## src/rtl/mem_channel_arbiter.sv

```systemverilog
// Round-robin arbiter sharing one data-memory channel among per-thread LSUs.
// Latches one read or write grant, relays it over valid/ready and returns the result.
module mem_channel_arbiter #(
    parameter int NUM_REQUESTERS = 4,
    parameter int ADDR_BITS      = 8,
    parameter int DATA_BITS      = 8,
    parameter int ID_BITS        = $clog2(NUM_REQUESTERS)
) (
    input  logic                                     clk,
    input  logic                                     reset,
    input  logic [NUM_REQUESTERS-1:0]                lsu_read_valid,
    input  logic [NUM_REQUESTERS-1:0][ADDR_BITS-1:0] lsu_read_address,
    output logic [NUM_REQUESTERS-1:0]                lsu_read_ready,
    output logic [NUM_REQUESTERS-1:0][DATA_BITS-1:0] lsu_read_data,
    input  logic [NUM_REQUESTERS-1:0]                lsu_write_valid,
    input  logic [NUM_REQUESTERS-1:0][ADDR_BITS-1:0] lsu_write_address,
    input  logic [NUM_REQUESTERS-1:0][DATA_BITS-1:0] lsu_write_data,
    output logic [NUM_REQUESTERS-1:0]                lsu_write_ready,
    output logic                                     mem_read_valid,
    output logic [ADDR_BITS-1:0]                     mem_read_address,
    input  logic                                     mem_read_ready,
    input  logic [DATA_BITS-1:0]                     mem_read_data,
    output logic                                     mem_write_valid,
    output logic [ADDR_BITS-1:0]                     mem_write_address,
    output logic [DATA_BITS-1:0]                     mem_write_data,
    input  logic                                     mem_write_ready,
    output logic                                     busy
);

    typedef enum logic [1:0] {IDLE, READ_WAIT, WRITE_WAIT, RELAY} state_t;

    state_t             state;
    logic [ID_BITS-1:0] rr_ptr;
    logic [ID_BITS-1:0] grant_id;
    logic               grant_is_read;

    logic               found;
    logic               win_read;
    logic [ID_BITS-1:0] win_id;
    logic [ID_BITS-1:0] idx;
    logic [ID_BITS-1:0] ptr_next;
    logic               released;
    int                 j;

    // Scan from rr_ptr with an explicit wrap so non-power-of-two counts work.
    always_comb begin
        found    = 1'b0;
        win_read = 1'b0;
        win_id   = '0;
        idx      = '0;
        j        = 0;
        for (int k = 0; k < NUM_REQUESTERS; k++) begin
            j = int'(rr_ptr) + k;
            if (j >= NUM_REQUESTERS) j = j - NUM_REQUESTERS;
            idx = ID_BITS'(j);
            if (!found && (lsu_read_valid[idx] || lsu_write_valid[idx])) begin
                found    = 1'b1;
                win_id   = idx;
                win_read = lsu_read_valid[idx];
            end
        end
    end

    assign ptr_next = (grant_id == ID_BITS'(NUM_REQUESTERS - 1)) ?
                      '0 : grant_id + 1'b1;
    assign released = grant_is_read ? !lsu_read_valid[grant_id]
                                    : !lsu_write_valid[grant_id];

    always_ff @(posedge clk) begin
        if (reset) begin
            state             <= IDLE;
            rr_ptr            <= '0;
            grant_id          <= '0;
            grant_is_read     <= 1'b0;
            lsu_read_ready    <= '0;
            lsu_read_data     <= '0;
            lsu_write_ready   <= '0;
            mem_read_valid    <= 1'b0;
            mem_read_address  <= '0;
            mem_write_valid   <= 1'b0;
            mem_write_address <= '0;
            mem_write_data    <= '0;
            busy              <= 1'b0;
        end else begin
            unique case (state)
                IDLE: begin
                    if (found) begin
                        grant_id      <= win_id;
                        grant_is_read <= win_read;
                        busy          <= 1'b1;
                        if (win_read) begin
                            mem_read_address <= lsu_read_address[win_id];
                            mem_read_valid   <= 1'b1;
                            state            <= READ_WAIT;
                        end else begin
                            mem_write_address <= lsu_write_address[win_id];
                            mem_write_data    <= lsu_write_data[win_id];
                            mem_write_valid   <= 1'b1;
                            state             <= WRITE_WAIT;
                        end
                    end
                end
                READ_WAIT: begin
                    if (mem_read_ready) begin
                        lsu_read_data[grant_id]  <= mem_read_data;
                        lsu_read_ready[grant_id] <= 1'b1;
                        mem_read_valid           <= 1'b0;
                        state                    <= RELAY;
                    end
                end
                WRITE_WAIT: begin
                    if (mem_write_ready) begin
                        lsu_write_ready[grant_id] <= 1'b1;
                        mem_write_valid           <= 1'b0;
                        state                     <= RELAY;
                    end
                end
                RELAY: begin
                    // Hold the ready until the requester has seen it and dropped valid.
                    if (released) begin
                        lsu_read_ready  <= '0;
                        lsu_write_ready <= '0;
                        rr_ptr          <= ptr_next;
                        busy            <= 1'b0;
                        state           <= IDLE;
                    end
                end
                default: state <= IDLE;
            endcase
        end
    end

endmodule

```

## config.mk

```make
export PLATFORM = sky130hd
export DESIGN_NAME = mem_channel_arbiter
export DESIGN_NICKNAME = d
export VERILOG_FILES = /design/src/rtl/mem_channel_arbiter.sv
export SDC_FILE = /design/constraint.sdc
export NUM_CORES = 1
export LEC_CHECK = 0
export ABC_AREA = 1
export CORE_MARGIN = 5
export CORE_UTILIZATION = 43
export DETAILED_ROUTE_END_ITERATION = 16
export GPL_ROUTABILITY_DRIVEN = 0
export PLACE_DENSITY_LB_ADDON = 0.25
export SYNTH_ARGS = -nofsm -noshare
export SYNTH_HDL_FRONTEND = slang
export SYNTH_SLANG_ARGS = --single-unit
```

## constraint.sdc

```tcl
create_clock -name clk -period 2.4 [get_ports clk]
set_clock_uncertainty 0.15 [all_clocks]
set_input_delay 0.36 -clock clk [delete_from_list [all_inputs] [get_ports clk]]
set_output_delay 0.36 -clock clk [all_outputs]
set_load 0.005 [all_outputs]
```

==> impl_metrics.json, run 1 <==
{
  "cts.clk_slew.worst_paths_ps": 90,
  "final_cell_mix": "clkdlybuf4s50_1 (182), nand2_1 (148), nand3_1 (143), inv_1 (114), dfxtp_1 (72)",
  "synthToLayoutAreaGrowth_pct": 54.1,
  "power.internal_uw": 3370,
  "htreeDepth": 3,
  "dpl.hpwl_mm": 11.0,
  "finalWirelength_mm": 14.2,
  "r2r_end": "mem_write_data[4]",
  "drt_iter0_markers": 264,
  "relSlewSlack_pct": 65.3,
  "cts_sinks": 74,
  "arrival_ps": 2370,
  "power.switching_uw": 2170,
  "ys_seq_area_share_pct": 33.9,
  "grt_pass1_wl_mm": 23.4,
  "switching_share_pct": 39.2,
  "yosys.area.top_type_share_pct": 33.9,
  "synth_area_per_cell_sq_um": 6.42,
  "setup.worst_path.class": "in -> reg",
  "synth.largest_area_cell": "dfxtp_1",
  "gr-usage-all-layers_pct": 22.3,
  "synth_area_sq_um": 4360,
  "ioPinCount": 183,
  "rrSetupSlack_ps": 130,
  "nets": 990,
  "worst_slack_ps": 119,
  "seqPwrFrac_pct": 30.5,
  "vias": 5105,
  "postRouteAntennaNets": 0,
  "dpl_worst_slack_ps": -179,
  "hold_path.class": "reg -> reg",
  "r2r-start": "rr_ptr[0]",
  "grt-ovfl-total": 0,
  "fin_setup_tns_ps": 0,
  "drc_errors": 0,
  "crit_required_ps": 2490,
  "rsz0062_at_grt": "true",
  "timing.final.crit_share_pct": 95.1,
  "hold_violations": 0,
  "fill_cells": 869,
  "worst_hold_startpoint": "lsu_read_data[15]",
  "root_buffer": "clkbuf_8",
  "synth_nets": 804,
  "peakVddDrop_uv": 400,
  "worstSkewPairLatency_ps": 330,
  "cts_buffer_depth": 2,
  "core_area_sq_um": 9820,
  "avgViaCountPerCell": 5.08,
  "post_drt_wl_per_cell_um": 14.1,
  "n_antenna_cell": 0,
  "cp-end-kind": "register",
  "worstHoldPathCells": 2,
  "p_comb_share_pct": 51.3,
  "tightest_slew_ps": 520,
  "drive_above_1_share_pct": 9.07,
  "synth_area_leaders": "dfxtp_1 (34%), nand3_1 (16%), nand2_1 (13%)",
  "ys.warnings.count": 0,
  "max_freq_ghz": 0.438,
  "cp_max_fo": 18,
  "cts_tree": "yes",
  "powerDensity_nw_per_um2": 823,
  "mostFrequentLayoutCell": "clkdlybuf4s50_1",
  "hold_ws_ps": 293,
  "ys_ff_latch": 74,
  "finalPower_uw": 5540,
  "regArea_sq_um": 1490,
  "floorplan.die_area_sq_um": 12300,
  "std_cell_rows": 36,
  "p_clk_share_pct": 18.2,
  "syn_inst": 680,
  "initial_utilization_pct": 44.4,
  "fin_crit_ps": 2280,
  "reg2reg_depth": 16,
  "die_y_um": 111,
  "grt_pass1_vias": 5009,
  "die_w_um": 111,
  "first_pass_iters": 5,
  "antenna_found_initial": 0,
  "drv_cap": 0,
  "synth.distinct_cells": 28,
  "maxSlewViolCount": 0,
  "portBuffers": 182,
  "p_leak_uw": 0.00299,
  "min_to": "lsu_read_data[15]",
  "multi_input_area_sq_um": 2220,
  "ctsHoldBuffers": 0,
  "grt_start_max_net_pins": 49,
  "status": "completed",
  "setup_viol": 0,
  "cts_made_buffers": 9,
  "startpoint_type": "primary input"
}
cell usage after synthesis:
master    number
inv_2          6
nand3_1      143
buf_4          6
nand3_2        2
nand3b_1       1
clkbuf_1      11
o21ai_2        2
nor3_1         1
nor2_8         1
ha_1           8
inv_1        115
nand4_1        1
buf_6          7
nor2_1        10
a31oi_1        2
nand2_1      150
nand2_2       13
buf_2         11
and2_0         1
nor2_4         2
o211ai_1       3
o21a_1         1
nand2_4        1
o21ai_0       44
nand4_2        1
dfxtp_1       74
inv_6          1
a21oi_1       62
layout make-up:
class,count,share of cell area (%)
Multi-Input combinational cell,449,33.0
Timing Repair Buffer,210,32.3
Sequential cell,74,22.1
Inverter,122,6.99
Tap cell,133,2.47
Clock buffer,9,1.84
Clock inverter,7,1.23
kinds of logic after synthesis:
kind of cell | share of synthesized area [%]
AO/OA/AOI/OAI | 13.5
buffers and inverters | 15.7
flip-flops | 33.9
AND/OR/NAND/NOR | 34.6
adder cells (fa/ha/maj) | 2.29
sequential cells by signal (all words and copies together), names as in the netlist:
| signal | count |
|---|---|
| mem_write_valid | 1 |
| rr_ptr | 2 |
| mem_write_data | 8 |
| mem_write_address | 8 |
| busy | 1 |
| mem_read_address | 8 |
| lsu_read_ready | 4 |
| lsu_read_data | 32 |
| grant_is_read | 1 |
| state | 2 |
| lsu_write_ready | 4 |
| mem_read_valid | 1 |
| grant_id | 2 |
through the flow:
step | util [%] | cell area (sq um) | cells
3_5_place_dp | 65.3 | 6410 | 985
2_1_floorplan | - | 4360 | 680
3_3_place_gp | 65.3 | 6410 | 985
6_report | 68.5 | 6730 | 1004
5_1_grt | 68.5 | 6730 | 1004
4_1_cts | 67.4 | 6610 | 1001
worst max-delay path by stage:
stage	slack [ps]	end	start
detailed placement	-180	mem_read_address[3]	lsu_write_valid[0]
global placement	-100	mem_read_address[5]	lsu_write_valid[0]
global route	-9	mem_write_address[1]	rr_ptr[0]
CTS	100	mem_write_address[4]	rr_ptr[0]
finish	120	mem_write_data[4]	lsu_read_valid[0]
floorplan	430	mem_read_address[1]	rr_ptr[1]
layer usage:
metal	track usage, %	vias up	wire length, um
li1	-	2550	-
met1	26.6	2270	5570
met2	38.0	253	6900
met3	6.50	32	1350
met4	8.37	0	369
met5	0	-	0
timing repair:
action,4_1_cts,5_1_grt
endpoints found under the setup margin,0,25
gates resized for setup,0,15
hold endpoints to repair,0,0
buffers inserted,0,1
power groups by stage:
stage,clock network [uW],logic [uW],registers [uW]
floorplan,0,1550,1700
global placement,0,2650,1710
detailed placement,0,2720,1710
CTS,1040,2730,1690
global route,1090,3170,1730
finish,1010,2840,1690
worst max-delay path, cell delays in order:
cell and delay [ps]:
clkdlybuf4s50_1 510, inv_1 60, nand2_1 80, nand2_1 60
nand2_1 80, nand2_2 80, nand2_4 100, nor2_8 50
nand2_1 100, nand2_2 70, nand2_4 120, nand2_4 100
buf_12 140, clkbuf_16 160, nand2_1 60, nand3_1 70
nand3_1 100, nand2_1 50
Note: power is estimated with default switching activity, not from simulation.
==> inputs of run 2 (changes only) <==
CAP_MARGIN = 20   (was default)
CTS_CLUSTER_SIZE = 25   (was default)
==> results of run 2 <==
The final DEF is identical to that of run 1; final timing and power are the same.
